[config.mk]
export PLATFORM = sky130hd
export DESIGN_NAME = mat_loader_flat
export DESIGN_NICKNAME = d
export VERILOG_FILES = /design/src/rtl/mat_loader_if.sv /design/src/rtl/mat_loader.sv /design/src/flat_wrapper.sv
export SDC_FILE = /design/constraint.sdc
export NUM_CORES = 1
export LEC_CHECK = 0
export ABC_AREA = 1
export ABC_CLOCK_PERIOD_IN_PS = 9000
export CORE_UTILIZATION = 41
export CTS_CLUSTER_DIAMETER = 40
export DETAILED_ROUTE_END_ITERATION = 12
export SLEW_MARGIN = 0
export SYNTH_ARGS = -nofsm -noshare
export SYNTH_HDL_FRONTEND = slang
export SYNTH_SLANG_ARGS = --single-unit
[constraint.sdc]
create_clock -name clk -period 9 [get_ports clk]
set_input_delay 2.7 -clock clk [delete_from_list [all_inputs] [get_ports clk]]
set_output_delay 2.7 -clock clk [all_outputs]
set_load 0.01 [all_outputs]
[src/rtl/mat_loader_if.sv]
// mat_loader_if: FP32 element stream in, vmem write port out
interface mat_loader_if #(parameter int ADDR_W = 32);
  logic in_valid;
  logic in_ready;
  logic [31:0] in_data;
  logic mem_we;
  logic [ADDR_W-1:0] mem_addr;
  logic [31:0] mem_wd;
  modport master(output in_valid, in_data, input in_ready, mem_we, mem_addr, mem_wd);
  modport slave(input in_valid, in_data, output in_ready, mem_we, mem_addr, mem_wd);
endinterface

[src/rtl/mat_loader.sv]
// mat_loader: writes a streamed FP32 matrix into vmem as rows, cols, row-major elements; MAT_LOADER_NAN_CHECK_EN adds NaN counting
module mat_loader #(
  parameter int DIM_W = 16,
  parameter int ADDR_W = 32
) (
  input logic clk,
  input logic reset,
  input logic start,
  input logic [ADDR_W-1:0] base_addr,
  input logic [DIM_W-1:0] rows,
  input logic [DIM_W-1:0] cols,
  mat_loader_if.slave bus,
  output logic busy,
  output logic done,
  output logic err
`ifdef MAT_LOADER_NAN_CHECK_EN
  ,
  output logic nan_seen,
  output logic [2*DIM_W-1:0] nan_cnt
`endif
);
  typedef enum logic [2:0] {IDLE, HDR_R, HDR_C, DATA, FIN} state_t;
  state_t state_q, state_d;
  logic [ADDR_W-1:0] ptr_q, ptr_d, mem_addr_q, mem_addr_d;
  logic [DIM_W-1:0] cols_q, cols_d;
  logic [2*DIM_W-1:0] rem_q, rem_d;
  logic [31:0] mem_wd_q, mem_wd_d;
  logic in_ready_q, in_ready_d, mem_we_q, mem_we_d;
  logic busy_q, busy_d, done_q, done_d, err_q, err_d;
  logic accept, dims_ok;
`ifdef MAT_LOADER_NAN_CHECK_EN
  logic nan_seen_q, nan_seen_d;
  logic [2*DIM_W-1:0] nan_cnt_q, nan_cnt_d;
  logic is_nan;
  assign is_nan = bus.in_data[30:23] == 8'hFF && bus.in_data[22:0] != '0;
`endif
  assign accept = bus.in_valid & in_ready_q;
  assign dims_ok = rows != '0 && cols != '0;
  always_comb begin
    state_d = state_q;
    ptr_d = ptr_q;
    cols_d = cols_q;
    rem_d = rem_q;
    mem_addr_d = mem_addr_q;
    mem_wd_d = mem_wd_q;
    mem_we_d = 1'b0;
    busy_d = busy_q;
    done_d = 1'b0;
    err_d = 1'b0;
`ifdef MAT_LOADER_NAN_CHECK_EN
    nan_seen_d = nan_seen_q;
    nan_cnt_d = nan_cnt_q;
`endif
    case (state_q)
      IDLE: begin
        err_d = start & ~dims_ok;
        if (start && dims_ok) begin
          state_d = HDR_R;
          ptr_d = base_addr;
          cols_d = cols;
          rem_d = (2*DIM_W)'(rows) * (2*DIM_W)'(cols);
          mem_we_d = 1'b1;
          mem_addr_d = base_addr;
          mem_wd_d = 32'(rows);
          busy_d = 1'b1;
`ifdef MAT_LOADER_NAN_CHECK_EN
          nan_seen_d = 1'b0;
          nan_cnt_d = '0;
`endif
        end
      end
      HDR_R: begin
        state_d = HDR_C;
        mem_we_d = 1'b1;
        mem_addr_d = ptr_q + ADDR_W'(4);
        mem_wd_d = 32'(cols_q);
        ptr_d = ptr_q + ADDR_W'(8);
      end
      HDR_C: state_d = DATA;
      DATA: begin
        if (accept) begin
          mem_we_d = 1'b1;
          mem_addr_d = ptr_q;
          mem_wd_d = bus.in_data;
          ptr_d = ptr_q + ADDR_W'(4);
          rem_d = rem_q - (2*DIM_W)'(1);
`ifdef MAT_LOADER_NAN_CHECK_EN
          nan_seen_d = nan_seen_q | is_nan;
          nan_cnt_d = is_nan ? nan_cnt_q + (2*DIM_W)'(1) : nan_cnt_q;
`endif
        end else if (rem_q == '0) begin
          state_d = FIN;
          done_d = 1'b1;
        end
      end
      FIN: begin
        state_d = IDLE;
        busy_d = 1'b0;
      end
      default: state_d = IDLE;
    endcase
    in_ready_d = state_d == DATA && rem_d != '0;
  end
  always_ff @(posedge clk) begin
    if (!reset) begin
      state_q <= IDLE;
      ptr_q <= '0;
      cols_q <= '0;
      rem_q <= '0;
      mem_addr_q <= '0;
      mem_wd_q <= '0;
      mem_we_q <= 1'b0;
      in_ready_q <= 1'b0;
      busy_q <= 1'b0;
      done_q <= 1'b0;
      err_q <= 1'b0;
`ifdef MAT_LOADER_NAN_CHECK_EN
      nan_seen_q <= 1'b0;
      nan_cnt_q <= '0;
`endif
    end else begin
      state_q <= state_d;
      ptr_q <= ptr_d;
      cols_q <= cols_d;
      rem_q <= rem_d;
      mem_addr_q <= mem_addr_d;
      mem_wd_q <= mem_wd_d;
      mem_we_q <= mem_we_d;
      in_ready_q <= in_ready_d;
      busy_q <= busy_d;
      done_q <= done_d;
      err_q <= err_d;
`ifdef MAT_LOADER_NAN_CHECK_EN
      nan_seen_q <= nan_seen_d;
      nan_cnt_q <= nan_cnt_d;
`endif
    end
  end
  assign bus.in_ready = in_ready_q;
  assign bus.mem_we = mem_we_q;
  assign bus.mem_addr = mem_addr_q;
  assign bus.mem_wd = mem_wd_q;
  assign busy = busy_q;
  assign done = done_q;
  assign err = err_q;
`ifdef MAT_LOADER_NAN_CHECK_EN
  assign nan_seen = nan_seen_q;
  assign nan_cnt = nan_cnt_q;
`endif
endmodule
[src/flat_wrapper.sv]
// flat-port wrapper written by rule: the top's interface ports become plain ports
module mat_loader_flat 
#(
  parameter int DIM_W = 16,
  parameter int ADDR_W = 32
)
  (clk, reset, start, base_addr, rows, cols, busy, done, err, bus_in_valid, bus_in_data, bus_in_ready, bus_mem_we, bus_mem_addr, bus_mem_wd);
  mat_loader_if #(.ADDR_W(ADDR_W)) bus_i ();
  input logic clk;
  input logic reset;
  input logic start;
  input logic [ADDR_W-1:0] base_addr;
  input logic [DIM_W-1:0] rows;
  input logic [DIM_W-1:0] cols;
  output logic busy;
  output logic done;
  output logic err;
  input wire logic [$bits(bus_i.in_valid)-1:0] bus_in_valid;
  input wire logic [$bits(bus_i.in_data)-1:0] bus_in_data;
  output wire logic [$bits(bus_i.in_ready)-1:0] bus_in_ready;
  output wire logic [$bits(bus_i.mem_we)-1:0] bus_mem_we;
  output wire logic [$bits(bus_i.mem_addr)-1:0] bus_mem_addr;
  output wire logic [$bits(bus_i.mem_wd)-1:0] bus_mem_wd;
  assign bus_i.in_valid = bus_in_valid;
  assign bus_i.in_data = bus_in_data;
  assign bus_in_ready = bus_i.in_ready;
  assign bus_mem_we = bus_i.mem_we;
  assign bus_mem_addr = bus_i.mem_addr;
  assign bus_mem_wd = bus_i.mem_wd;
  mat_loader #(.DIM_W(DIM_W), .ADDR_W(ADDR_W)) u_core (.clk(clk), .reset(reset), .start(start), .base_addr(base_addr), .rows(rows), .cols(cols), .bus(bus_i), .busy(busy), .done(done), .err(err));
endmodule
### Word-level counts from Yosys, hierarchy flattened

Cells that the tools add are included.

| operators by class | value |
|---|---|
| $add $sub $neg | 3 |
| multipliers | 1 |
| eq/ne operators | 7 |
| muxes and demuxes | 21 |
| bitwise gates (word level) | 5 |
| reductions and logical operators | 15 |

Operators with widths:

| operator | count |
|---|---|
| case mux 32 bit (3 select lines) | 3 |
| 2-to-1 mux 32 bit | 7 |
| case mux 32 bit (2 select lines) | 1 |
| adder 32 x 3 -> 32 bit, second input constant | 1 |
| adder 32 x 4 -> 32 bit, second input constant | 1 |
| logical NOT 32 bit | 1 |
| multiplier 16 x 16 -> 32 bit | 1 |
| nonzero test 16 bit | 2 |
| nonzero test 32 bit | 1 |
| subtractor 32 x 1 -> 32 bit, second input constant | 1 |
| case mux 3 bit (4 select lines) | 1 |
| equality test 3 x 2 -> 1 bit, second input constant | 3 |
| 2-to-1 mux 3 bit | 3 |
| AND reduction 2 bit | 3 |
| 2-to-1 mux 1 bit | 4 |
| inequality test 2 x 1 -> 1 bit, second input constant | 2 |
| equality test 3 x 1 -> 1 bit, second input constant | 1 |
| equality test 3 bit, second input constant | 1 |
| logical AND 1 bit | 3 |
| logical NOT 3 bit | 1 |
| inverter 1 bit | 3 |
| case mux 1 bit (3 select lines) | 1 |
| AND reduction 3 bit | 1 |
| nonzero test 3 bit | 1 |
| other kinds (4) | 5 |

| storage, ports and cells | value |
|---|---|
| register bits after elaboration | 152 |
| bits of input ports | 100 |
| output and inout port bits | 69 |
| word-level logic and storage cells | 63 |

### Depth between registers and ports, before layout

Gate-level depths: netlist (run 1).

| depth | value |
|---|---|
| word-level depth | 7 |
| gate-level depth with buffers | 34 |

### Least setup slack after synthesis (run 1)

Ideal clock, no wire load.

| timing path | value |
|---|---|
| path kind | input-to-reg |
| start | in rows[5] |
| end | reg u_core.in_ready_q, in the netlist u_core.bus.in_ready |
| arrival time | 8007 ps |
| data required time | 8884 ps |
| path slack | 878 ps |
| stages | 28 |
| path buffers | 2 |
| path through | buf_2 -> clkbuf_1 -> nand2_1 -> fa_1 -> inv_1 -> fa_1 -> inv_1 -> fa_1 -> inv_1 -> fa_1 -> fa_1 -> inv_1 -> fa_1 -> inv_1 -> ha_1 -> nand2_1 -> nor2_1 -> inv_1 -> nor3_1 -> nand3_1 -> nand3_1 -> nand2_1 -> nand3_1 -> nand3_1 -> nor2_1 -> nand2_1 -> nor2_1 -> a21oi_2 |

| between the ends | value |
|---|---|
| cells in the longest elaborated chain, start to end | 7 |
| elaborated cells on any way between the ends | 11 |

RTL lines:

| what | RTL line | RTL |
|---|---|---|
| start, declared | flat_wrapper.sv:13 | `input logic [DIM_W-1:0] rows;` |
| branches (longest 6 deep; another with multiplier 16 x 16 -> 32 bit) | -- |  |
| logical AND 1 bit (*) | mat_loader.sv:102 | `in_ready_d = state_d == DATA && rem_d != '0;` |
| end signal, assigned | mat_loader.sv:129 | `in_ready_q <= in_ready_d;` |
| end, declared | mat_loader.sv:28 | `logic in_ready_q, in_ready_d, mem_we_q, mem_we_d;` |

Every way passes the cells marked *.
A chain may end at the register's enable or synchronous reset.

### Worst setup path after layout (run 1)

| timing path | value |
|---|---|
| start | in rows[3] |
| end | reg u_core.in_ready_q, in the netlist u_core.bus.in_ready |

Same word-level chain as after synthesis.

==> results of run 1 <==
## registers in the layout (all words and copies together) (netlist names)
signal / cells
u_core.bus.mem_addr: 32
u_core.rem_q: 32
u_core.done: 1
u_core.ptr_q: 32
u_core.err: 1
u_core.busy: 1
u_core.bus.in_ready: 1
u_core.bus.mem_wd: 32
u_core.cols_q: 16
u_core.bus.mem_we: 1
u_core.state_q: 3
## area by class of cell
type	instances	area (um^2)	share of cell area [%]
Timing Repair Buffer	267	2540	11.6
Clock buffer	18	429	1.96
Inverter	578	2170	9.90
Sequential cell	152	3040	13.9
Tap cell	600	751	3.42
Multi-Input combinational cell	1906	12800	58.4
Clock inverter	14	188	0.856
## power breakdown
part	total [uW]	leakage, uW	switching (uW)	internal, uW
sequential	900	0.00125	115	785
clock	782	0.000292	337	444
combinational	6670	0.00954	4010	2650
total	8350	0.0111	4460	3880
## layout by cell type (no fill, tap or decap), types with 4 or more instances in the layout
cell type          n
nand4_1           23
o21ai_0          102
inv_1            559
o21bai_1           6
a21oi_1           90
xnor2_1            6
nor2_1           179
nor2_4            10
clkdlybuf4s50_1  167
inv_6              4
inv_2             17
nor3_2             5
buf_12            10
o211ai_1           7
a31oi_1           28
nand3_2            4
o22ai_1            8
nand2_1          809
ha_1             108
buf_4             89
dfxtp_1          152
nand3_1          142
xor2_1            43
nor2_2             9
nand3b_1          11
nand2_2            9
clkbuf_16         17
or2_2              6
a21oi_2            4
o21ai_1            7
fa_1             194
nor3_1            21
nor4_1             7
a41oi_1           35
a22oi_1            8
## worst max path at each step
stage,end,cells past startpoint,start
floorplan,u_core.bus.in_ready$_SDFF_PN0_,28,rows[5]
global placement,u_core.bus.in_ready$_SDFF_PN0_,28,rows[3]
detailed placement,u_core.bus.in_ready$_SDFF_PN0_,25,cols[8]
CTS,u_core.bus.in_ready$_SDFF_PN0_,25,cols[8]
global route,u_core.bus.in_ready$_SDFF_PN0_,29,rows[3]
finish,u_core.bus.in_ready$_SDFF_PN0_,30,rows[3]
## cells by family (layout without fill, tap and decap cells)
| logic type | Yosys count | after routing | synth area share [%] |
|---|---|---|---|
| buffers and inverters | 720 | 877 | 15.6 |
| DFF | 152 | 152 | 16.2 |
| AOI/OAI and AO/OA | 309 | 309 | 9.86 |
| xor gates and xnor gates | 50 | 50 | 2.37 |
| and+or+nand+nor | 1245 | 1245 | 28.1 |
| adders and majority gates | 302 | 302 | 27.9 |
## per-stage QoR
stage / setup TNS [ns] / setup WS (ns) / hold WS, ns / instances / util, %
2_1_floorplan: 0 / 0.878 / 0.441 / 2778 / -
3_3_place_gp: 0 / 0.00502 / 0.450 / 3503 / 47.1
3_5_place_dp: -0.0360 / -0.0360 / 0.454 / 3503 / 47.1
4_1_cts: 0 / 0.431 / 0.465 / 3535 / 48.4
5_1_grt: 0 / 0.0139 / 0.479 / 3535 / 48.4
6_report: 0 / 0.374 / 0.465 / 3535 / 48.4
## layer usage
layer,vias to the layer above,track usage [%],wire length (um),share of wire (%)
met4,0,8.08,1480,2.6
met1,8520,34.8,26100,46
li1,8789,-,-,-
met5,-,0,0,0
met3,81,4.03,3590,6.3
met2,551,39.9,25600,45
## worst register-to-register path, stage by stage (launching register included)
cell and delay [ns]:
dfxtp_1 0.34, inv_2 0.08, nor2_4 0.22, inv_2 0.43
nor2_4 0.20, buf_4 0.53, nor2_1 0.18, nand2_4 0.56
nand2_1 0.42, nand2_1 0.18, nand2_1 0.07, nor2_1 0.12
nand3_1 0.11, nor2_1 0.11, nand3_1 0.09, nor2_2 0.11
a21oi_2 0.06
==> impl_metrics.csv, run 1 <==
group,metric,value,unit
status,status,"complete, but fails checks",
status,violations,"design-rule violations",
global_routing,grt_usage,25.1,%
yosys,yosysUniqueCellTypes,53,
sta,slew_violations,0,
detailed_routing,routed_wl,56800,um
clocking,clockRootBuffer,"clkbuf_16",
sta,final-hold-violation-count,0,
worst_setup_path,crit_family,"adder cells",
sta,min_period,8.63,ns
clocking,cts_tree,"done",
pwr,p_leak,0.0111,uW
yosys,synthTopCellsByArea,"fa_1 21%, dfxtp_1 16%, nand2_1 16%",
final_layout,drive_gt1_share,7.02,%
placed_design,gp_congestion,0.953,
pwr,total_power,8350,uW
worst_setup_path,r2r-start,"u_core.state_q[0]$_SDFF_PN0_",
pwr,power_density,381,nW/um^2
worst_setup_path,critical_path_arrival,8.98,ns
detailed_routing,ant_nets,0,
yosys,yosys_warnings,0,
placed_design,placed_area,21300,um^2
clocking,cts_buffers,17,
sta,setup_viol,0,
global_routing,grt_max_degree,91,
yosys,synth.most_common_cell,"nand2_1",
sta,fmax,116,MHz
worst_setup_path,r2r_slack,5.10,ns
clocking,clk_path_buf_depth,2,
placed_design,place.detailed.hpwl,44900,um
clocking,postCtsHoldBufs,0,
final_layout,syn2layout_area_growth,16.9,%
worst_setup_path,setup.worst_path.class,"input pin to flip-flop",
yosys,yosys.area.top_type_share,20.7,%
global_routing,grt_pass1_vias,17725,
worst_setup_path,worst_path_most_repeated_cell,"inv_1",
final_layout,final_nets,3324,
detailed_routing,vias_per_cell,5.08,
sta,rsz0062_at_grt,"false",
clocking,clk_latency,0.46,ns
final_layout,final_cell_area,21900,um^2
detailed_routing,num_vias,17941,
yosys,synth_cells,2778,
clocking,cts_setup_buffers,0,
clocking,clock-sinks,152,
clocking,post_cts_resized,0,
final_layout,fillerInstances,4622,
sta,tightest_slew,1.01,ns
die,fp-row-count,78,
die,io_pins,169,
detailed_routing,wl_per_cell,16.1,um
worst_setup_path,critPathLaunchType,"input pin",
detailed_routing,first_iter_violations,1416,
yosys,yosys.area.top_type,"fa_1",
die,die_x,216,um
yosys,async_flop_share,0,%
final_layout,diodes,0,
global_routing,grt_pass1_wl,94500,um
hold_path,hp-start,"u_core.bus.mem_wd[19]$_SDFFE_PN0P_",
clocking,ctsHtreeMaxLevel,4,
detailed_routing,drt_first_pass_iters,10,
yosys,synth_edf_count,0,
hold_path,min_to,"u_core.bus.mem_wd[19]$_SDFFE_PN0P_",
sta,relSlewSlack,32.9,%
yosys,syn_nets,3180,
job,drv_cap,0,
global_routing,antenna_found_initial,0,
die,core,45300,um^2
die,die_area,46600,um^2
hold_path,hold_depth,2,
clocking,clkTransAtPathRegs,0.07,ns
yosys,syn_area_per_cell,6.75,um^2
worst_setup_path,slowest_delay,0.57,ns
sta,fin_skew,0.0238,ns
yosys,ys_ff_latch,152,
hold_path,hp-class,"flip-flop to flip-flop",
yosys,synth_area,18800,um^2
placed_design,port_buffers,168,
worst_setup_path,setup.worst_path.end_class,"flip-flop",
detailed_routing,drc_errors,1,
worst_setup_path,reg2reg_to,"u_core.bus.in_ready$_SDFF_PN0_",
global_routing,overflow,0,
die,initial_utilization,41.4,%
worst_setup_path,slowest_stage,"clkdlybuf4s50_1",
worst_setup_path,path_max_fanout,11,
yosys,synth_common_cells,"810 x nand2_1, 561 x inv_1, 194 x fa_1",
die,die_h,216,um
yosys,ys.flop_type,"dfxtp_1",
sta,finalCritPeriodShare,95.8,%
worst_setup_path,path_buf_inv,10,
pwr,ir_drop,427,uV
worst_setup_path,rr_worst_depth,16,
yosys,yosysSeqAreaShare,16.2,%
worst_setup_path,critPathRequiredTime,9.35,ns
No activity file was read; power rests on OpenSTA's default activity.
==> run 2, diff against run 1 <==
--- a/config.mk
+++ b/config.mk
@@ -7,9 +7,11 @@
 export LEC_CHECK = 0
 export ABC_AREA = 1
 export ABC_CLOCK_PERIOD_IN_PS = 9000
+export CORE_MARGIN = 5
 export CORE_UTILIZATION = 41
 export CTS_CLUSTER_DIAMETER = 40
 export DETAILED_ROUTE_END_ITERATION = 12
+export PLACE_DENSITY = 0.62
 export SLEW_MARGIN = 0
 export SYNTH_ARGS = -nofsm -noshare
 export SYNTH_HDL_FRONTEND = slang
==> impl_metrics.csv, run 2 (same netlist as run 1, synthesis figures left out) <==
group,metric,value,unit
job,drv_cap,0,
sta,relSlewSlack,32.7,%
clocking,clockRootBuffer,"clkbuf_16",
detailed_routing,ant_nets,0,
detailed_routing,drc_errors,0,
final_layout,final_common_cell,"nand2_1",
final_layout,final_cell_mix,"809 x nand2_1, 559 x inv_1, 194 x fa_1",
global_routing,grt_pass1_wl,93000,um
die,io_pins,169,
pwr,power_density,378,nW/um^2
clocking,clk_path_buf_depth,2,
global_routing,grt_usage,22.6,%
sta,fmax,115,MHz
worst_setup_path,critPathLaunchType,"input pin",
placed_design,gp_congestion,0.927,
placed_design,place.detailed.hpwl,45200,um
die,core,45300,um^2
status,status,"finished clean",
detailed_routing,wl_per_cell,16.0,um
worst_setup_path,path_max_fanout,8,
clocking,cts_tree,"done",
clocking,post_cts_resized,0,
clocking,ctsHtreeMaxLevel,4,
worst_setup_path,critPathRequiredTime,9.33,ns
pwr,ir_drop,373,uV
detailed_routing,drt_first_pass_iters,5,
clocking,cts_buffers,17,
worst_setup_path,critical_path_arrival,9.04,ns
final_layout,drive_gt1_share,6.76,%
sta,fin_skew,0.0137,ns
die,die_area,50100,um^2
sta,tightest_slew,1.01,ns
global_routing,overflow,0,
die,die_h,224,um
clocking,clkTransAtPathRegs,0.07,ns
sta,slew_violations,0,
hold_path,hp-class,"flip-flop to flip-flop",
die,die_x,224,um
die,fp-row-count,78,
sta,finalCritPeriodShare,96.8,%
final_layout,fillerInstances,4615,
pwr,total_power,8270,uW
detailed_routing,first_iter_violations,1298,
final_layout,final_cells,3527,
sta,rsz0062_at_grt,"false",
worst_setup_path,setup.worst_path.end_class,"flip-flop",
detailed_routing,num_vias,17883,
detailed_routing,vias_per_cell,5.07,
worst_setup_path,setup.worst_path.class,"input pin to flip-flop",
global_routing,grt_pass1_vias,17655,
clocking,postCtsHoldBufs,0,
detailed_routing,routed_wl,56600,um
die,initial_utilization,41.4,%
clocking,clk_latency,0.45,ns
clocking,clock-sinks,152,
global_routing,antenna_found_initial,0,
sta,min_period,8.71,ns
placed_design,port_buffers,168,
sta,setup_viol,0,
global_routing,grt_max_degree,98,
pwr,p_leak,0.0111,uW
clocking,cts_setup_buffers,0,
final_layout,diodes,0,
final_layout,syn2layout_area_growth,16.8,%
final_layout,final_nets,3316,
placed_design,dpl.cell_count,3495,
sta,final-hold-violation-count,0,
## run 2: changes by cell type in the layout (fill, tap and decap cells not counted)
cell / change
clkbuf_8: +2
inv_8: -2
inv_6: -1
buf_4: -10
buf_12: +2
clkinvlp_4: +1
## run 2: final cells by class
class	count	area, um^2	area share, %
Clock buffer	20	457	2.09
Clock inverter	12	164	0.748
Inverter	578	2170	9.91
Multi-Input combinational cell	1906	12800	58.5
Sequential cell	152	3040	13.9
Tap cell	600	751	3.43
Timing Repair Buffer	259	2510	11.5
## run 2: worst paths after layout
kind                                                    startpoint                            endpoint  slack (ns)  cells after the start
worst min-delay path            u_core.bus.mem_wd[22]$_SDFFE_PN0P_  u_core.bus.mem_wd[22]$_SDFFE_PN0P_        0.46                      2
worst min register to register  u_core.bus.mem_wd[22]$_SDFFE_PN0P_  u_core.bus.mem_wd[22]$_SDFFE_PN0P_        0.46                      2
worst max-delay path                                       cols[1]      u_core.bus.in_ready$_SDFF_PN0_        0.29                     26
worst max register to register        u_core.state_q[0]$_SDFF_PN0_      u_core.bus.in_ready$_SDFF_PN0_        5.54                     15
## run 2: through the flow
| stage | hold WS [ns] | instance area, um^2 | setup TNS (ns) | worst slack, ns | utilization [%] |
|---|---|---|---|---|---|
| 2_1_floorplan | 0.441 | 18800 | 0 | 0.878 | - |
| 3_3_place_gp | 0.447 | 21300 | -0.0270 | -0.0270 | 47.0 |
| 3_5_place_dp | 0.453 | 21300 | -0.0273 | -0.0273 | 47.0 |
| 4_1_cts | 0.466 | 21900 | 0 | 0.401 | 48.4 |
| 5_1_grt | 0.482 | 21900 | 0 | 0.0178 | 48.4 |
| 6_report | 0.464 | 21900 | 0 | 0.288 | 48.4 |
## run 2: report_power, final
part | internal, uW | total, uW | switching [uW]
Clock | 455 | 773 | 319
Combinational | 2610 | 6600 | 3990
Sequential | 785 | 900 | 115
## run 2: critical path: stages
cell             delay [ns]
clkdlybuf4s50_1        0.80
nand2_1                0.14
fa_1                   0.52
fa_1                   0.43
fa_1                   0.51
inv_1                  0.05
fa_1                   0.47
fa_1                   0.55
inv_1                  0.06
fa_1                   0.58
inv_1                  0.07
ha_1                   0.33
buf_4                  0.15
nand2_1                0.12
inv_1                  0.05
a21oi_1                0.24
nand3_1                0.21
buf_4                  0.19
nand2_1                0.07
nand3_1                0.07
nand3_1                0.18
nand3_1                0.11
nor2_1                 0.15
nand3_1                0.11
nor2_2                 0.10
a21oi_2                0.05
## run 2: per-layer routing
layer / GRT usage (%) / vias up / routed length [um] / share of wire (%)
li1: - / 8768 / - / -
met1: 31.4 / 8477 / 25300 / 45
met5: 0 / - / 0 / 0
met3: 3.51 / 76 / 3680 / 6.5
met4: 6.03 / 0 / 1410 / 2.5
met2: 36.8 / 562 / 26100 / 46
==> run 3, diff against run 2 <==
--- a/config.mk
+++ b/config.mk
@@ -12,6 +12,7 @@
 export CTS_CLUSTER_DIAMETER = 40
 export DETAILED_ROUTE_END_ITERATION = 12
 export PLACE_DENSITY = 0.62
+export RECOVER_POWER = 25
 export SLEW_MARGIN = 0
 export SYNTH_ARGS = -nofsm -noshare
 export SYNTH_HDL_FRONTEND = slang
==> impl_metrics.csv, run 3 (same netlist as run 1, synthesis figures left out) <==
group,metric,value,unit
detailed_routing,routed_wl,56600,um
clocking,clockRootBuffer,"clkbuf_16",
pwr,switching_power,4420,uW
global_routing,grt_max_degree,98,
pwr,p_leak,0.0112,uW
detailed_routing,wl_met2,26200,um
pwr,ir_drop,373,uV
worst_setup_path,critPathLaunch,"cols[1]",
detailed_routing,ant_nets,0,
sta,final-hold-violation-count,0,
detailed_routing,drt_first_pass_iters,5,
final_layout,drive_gt1_share,6.76,%
global_routing,grt_pass1_vias,17655,
global_routing,grt_usage,22.6,%
placed_design,port_buffers,168,
global_routing,overflow,0,
pwr,internal_power,3840,uW
final_layout,diodes,0,
worst_setup_path,critPathLaunchType,"input pin",
detailed_routing,wl_met3,3630,um
clocking,cts_tree,"done",
die,die_area,50100,um^2
hold_path,min_to,"u_core.bus.mem_wd[22]$_SDFFE_PN0P_",
die,die_x,224,um
final_layout,syn2layout_area_growth,16.8,%
detailed_routing,drc_errors,0,
clocking,postCtsHoldBufs,0,
clocking,post_cts_resized,0,
sta,fmax,115,MHz
die,fp-row-count,78,
sta,fin_skew,0.0143,ns
worst_setup_path,path_max_fanout,8,
hold_path,hold_depth,2,
worst_setup_path,r2r_slack,5.54,ns
clocking,clk_latency,0.44,ns
sta,tns,0,ns
sta,min_period,8.71,ns
sta,tightest_slew,1.01,ns
sta,relSlewSlack,32.6,%
final_layout,final_nets,3316,
sta,whs,0.461,ns
pwr,combPwrFrac,79.8,%
worst_setup_path,rr_worst_depth,15,
detailed_routing,routed.top_layer,"met4",
hold_path,hp-class,"flip-flop to flip-flop",
placed_design,place.detailed.hpwl,45200,um
die,die_h,224,um
status,status,"finished clean",
detailed_routing,wl_per_cell,16.1,um
worst_setup_path,r2r-start,"u_core.state_q[0]$_SDFF_PN0_",
sta,setup_viol,0,
die,core,45300,um^2
pwr,swShare,53.5,%
global_routing,antenna_found_initial,0,
global_routing,grt_pass1_wl,93000,um
sta,finalCritPeriodShare,96.8,%
pwr,seq_power_share,10.9,%
hold_path,hp-start,"u_core.bus.mem_wd[22]$_SDFFE_PN0P_",
clocking,ctsHtreeMaxLevel,4,
detailed_routing,first_iter_violations,1296,
worst_setup_path,critical_path_arrival,9.05,ns
clocking,cts_buffers,17,
worst_setup_path,critPathRequiredTime,9.33,ns
clocking,clock-sinks,152,
pwr,power_frac_clock,9.4,%
job,drv_cap,0,
clocking,clkTransAtPathRegs,0.07,ns
final_layout,final_common_cell,"nand2_1",
die,io_pins,169,
placed_design,gp_congestion,0.927,
worst_setup_path,reg2reg_to,"u_core.bus.in_ready$_SDFF_PN0_",
final_layout,final_util,48.4,%
die,initial_utilization,41.4,%
worst_setup_path,setup.worst_path.end_class,"flip-flop",
sta,slew_violations,0,
detailed_routing,vias_per_cell,5.07,
clocking,clk_path_buf_depth,2,
clocking,cts_setup_buffers,0,
detailed_routing,num_vias,17869,
final_layout,final_cell_mix,"809 x nand2_1, 559 x inv_1, 194 x fa_1",
detailed_routing,met1_length,25400,um
pwr,power_density,377,nW/um^2
worst_setup_path,setup.worst_path.class,"input pin to flip-flop",
sta,rsz0062_at_grt,"false",
[run 3: cell types whose count changed in the layout (fill, tap and decap cells not counted)]
| cell | change |
|---|---|
| clkdlybuf4s50_1 | -55 |
| dlygate4sd3_1 | +55 |
[run 3: metrics by stage]
step                setup slack (ns)  cell area, um^2  instances  power (uW)
floorplan                      0.878            18800       2778        5180
global placement             -0.0270            21300       3495        7480
detailed placement           -0.0273            21300       3495        7500
CTS                            0.401            21900       3527        8330
global route                  0.0178            21900       3527        9290
finish                         0.287            21900       3527        8260
[run 3: cell type report]
cell class	count	area, um^2
fillers	4615	23400
clock inverters	12	164
well taps	600	751
inverters	578	2170
multi-input cells	1906	12800
flip-flops and latches	152	3040
repair buffers	259	2510
clock buffers	20	457
[run 3: worst max path at each step]
stage / end / slack, ns / cells past startpoint
floorplan: u_core.bus.in_ready$_SDFF_PN0_ / 0.88 / 28
global placement: u_core.bus.in_ready$_SDFF_PN0_ / -0.03 / 26
detailed placement: u_core.bus.in_ready$_SDFF_PN0_ / -0.03 / 27
CTS: u_core.bus.in_ready$_SDFF_PN0_ / 0.40 / 27
global route: u_core.bus.in_ready$_SDFF_PN0_ / 0.02 / 27
finish: u_core.bus.in_ready$_SDFF_PN0_ / 0.29 / 26
[run 3: worst max-delay path, cell delays in order]
cell             delay (ns)
clkdlybuf4s50_1        0.80
nand2_1                0.14
fa_1                   0.52
fa_1                   0.43
fa_1                   0.51
inv_1                  0.05
fa_1                   0.47
fa_1                   0.55
inv_1                  0.06
fa_1                   0.58
inv_1                  0.07
ha_1                   0.33
buf_4                  0.15
nand2_1                0.12
inv_1                  0.05
a21oi_1                0.24
nand3_1                0.21
buf_4                  0.19
nand2_1                0.07
nand3_1                0.07
nand3_1                0.18
nand3_1                0.11
nor2_1                 0.15
nand3_1                0.11
nor2_2                 0.10
a21oi_2                0.05
[run 3: layer usage]
| metal | vias to the layer above | global-route usage [%] |
|---|---|---|
| met1 | 8465 | 31.4 |
| li1 | 8773 | - |
| met3 | 81 | 3.51 |
| met5 | - | 0 |
| met2 | 550 | 36.8 |
| met4 | 0 | 6.03 |
[run 3: power groups by stage]
stage          Clock (uW)  Sequential, uW  Combinational (uW)
2_1_floorplan           0             888                4290
6_report              774             899                6590
3_5_place_dp            0             911                6590
4_1_cts               788             897                6640
3_3_place_gp            0             909                6580
5_1_grt               817             912                7560
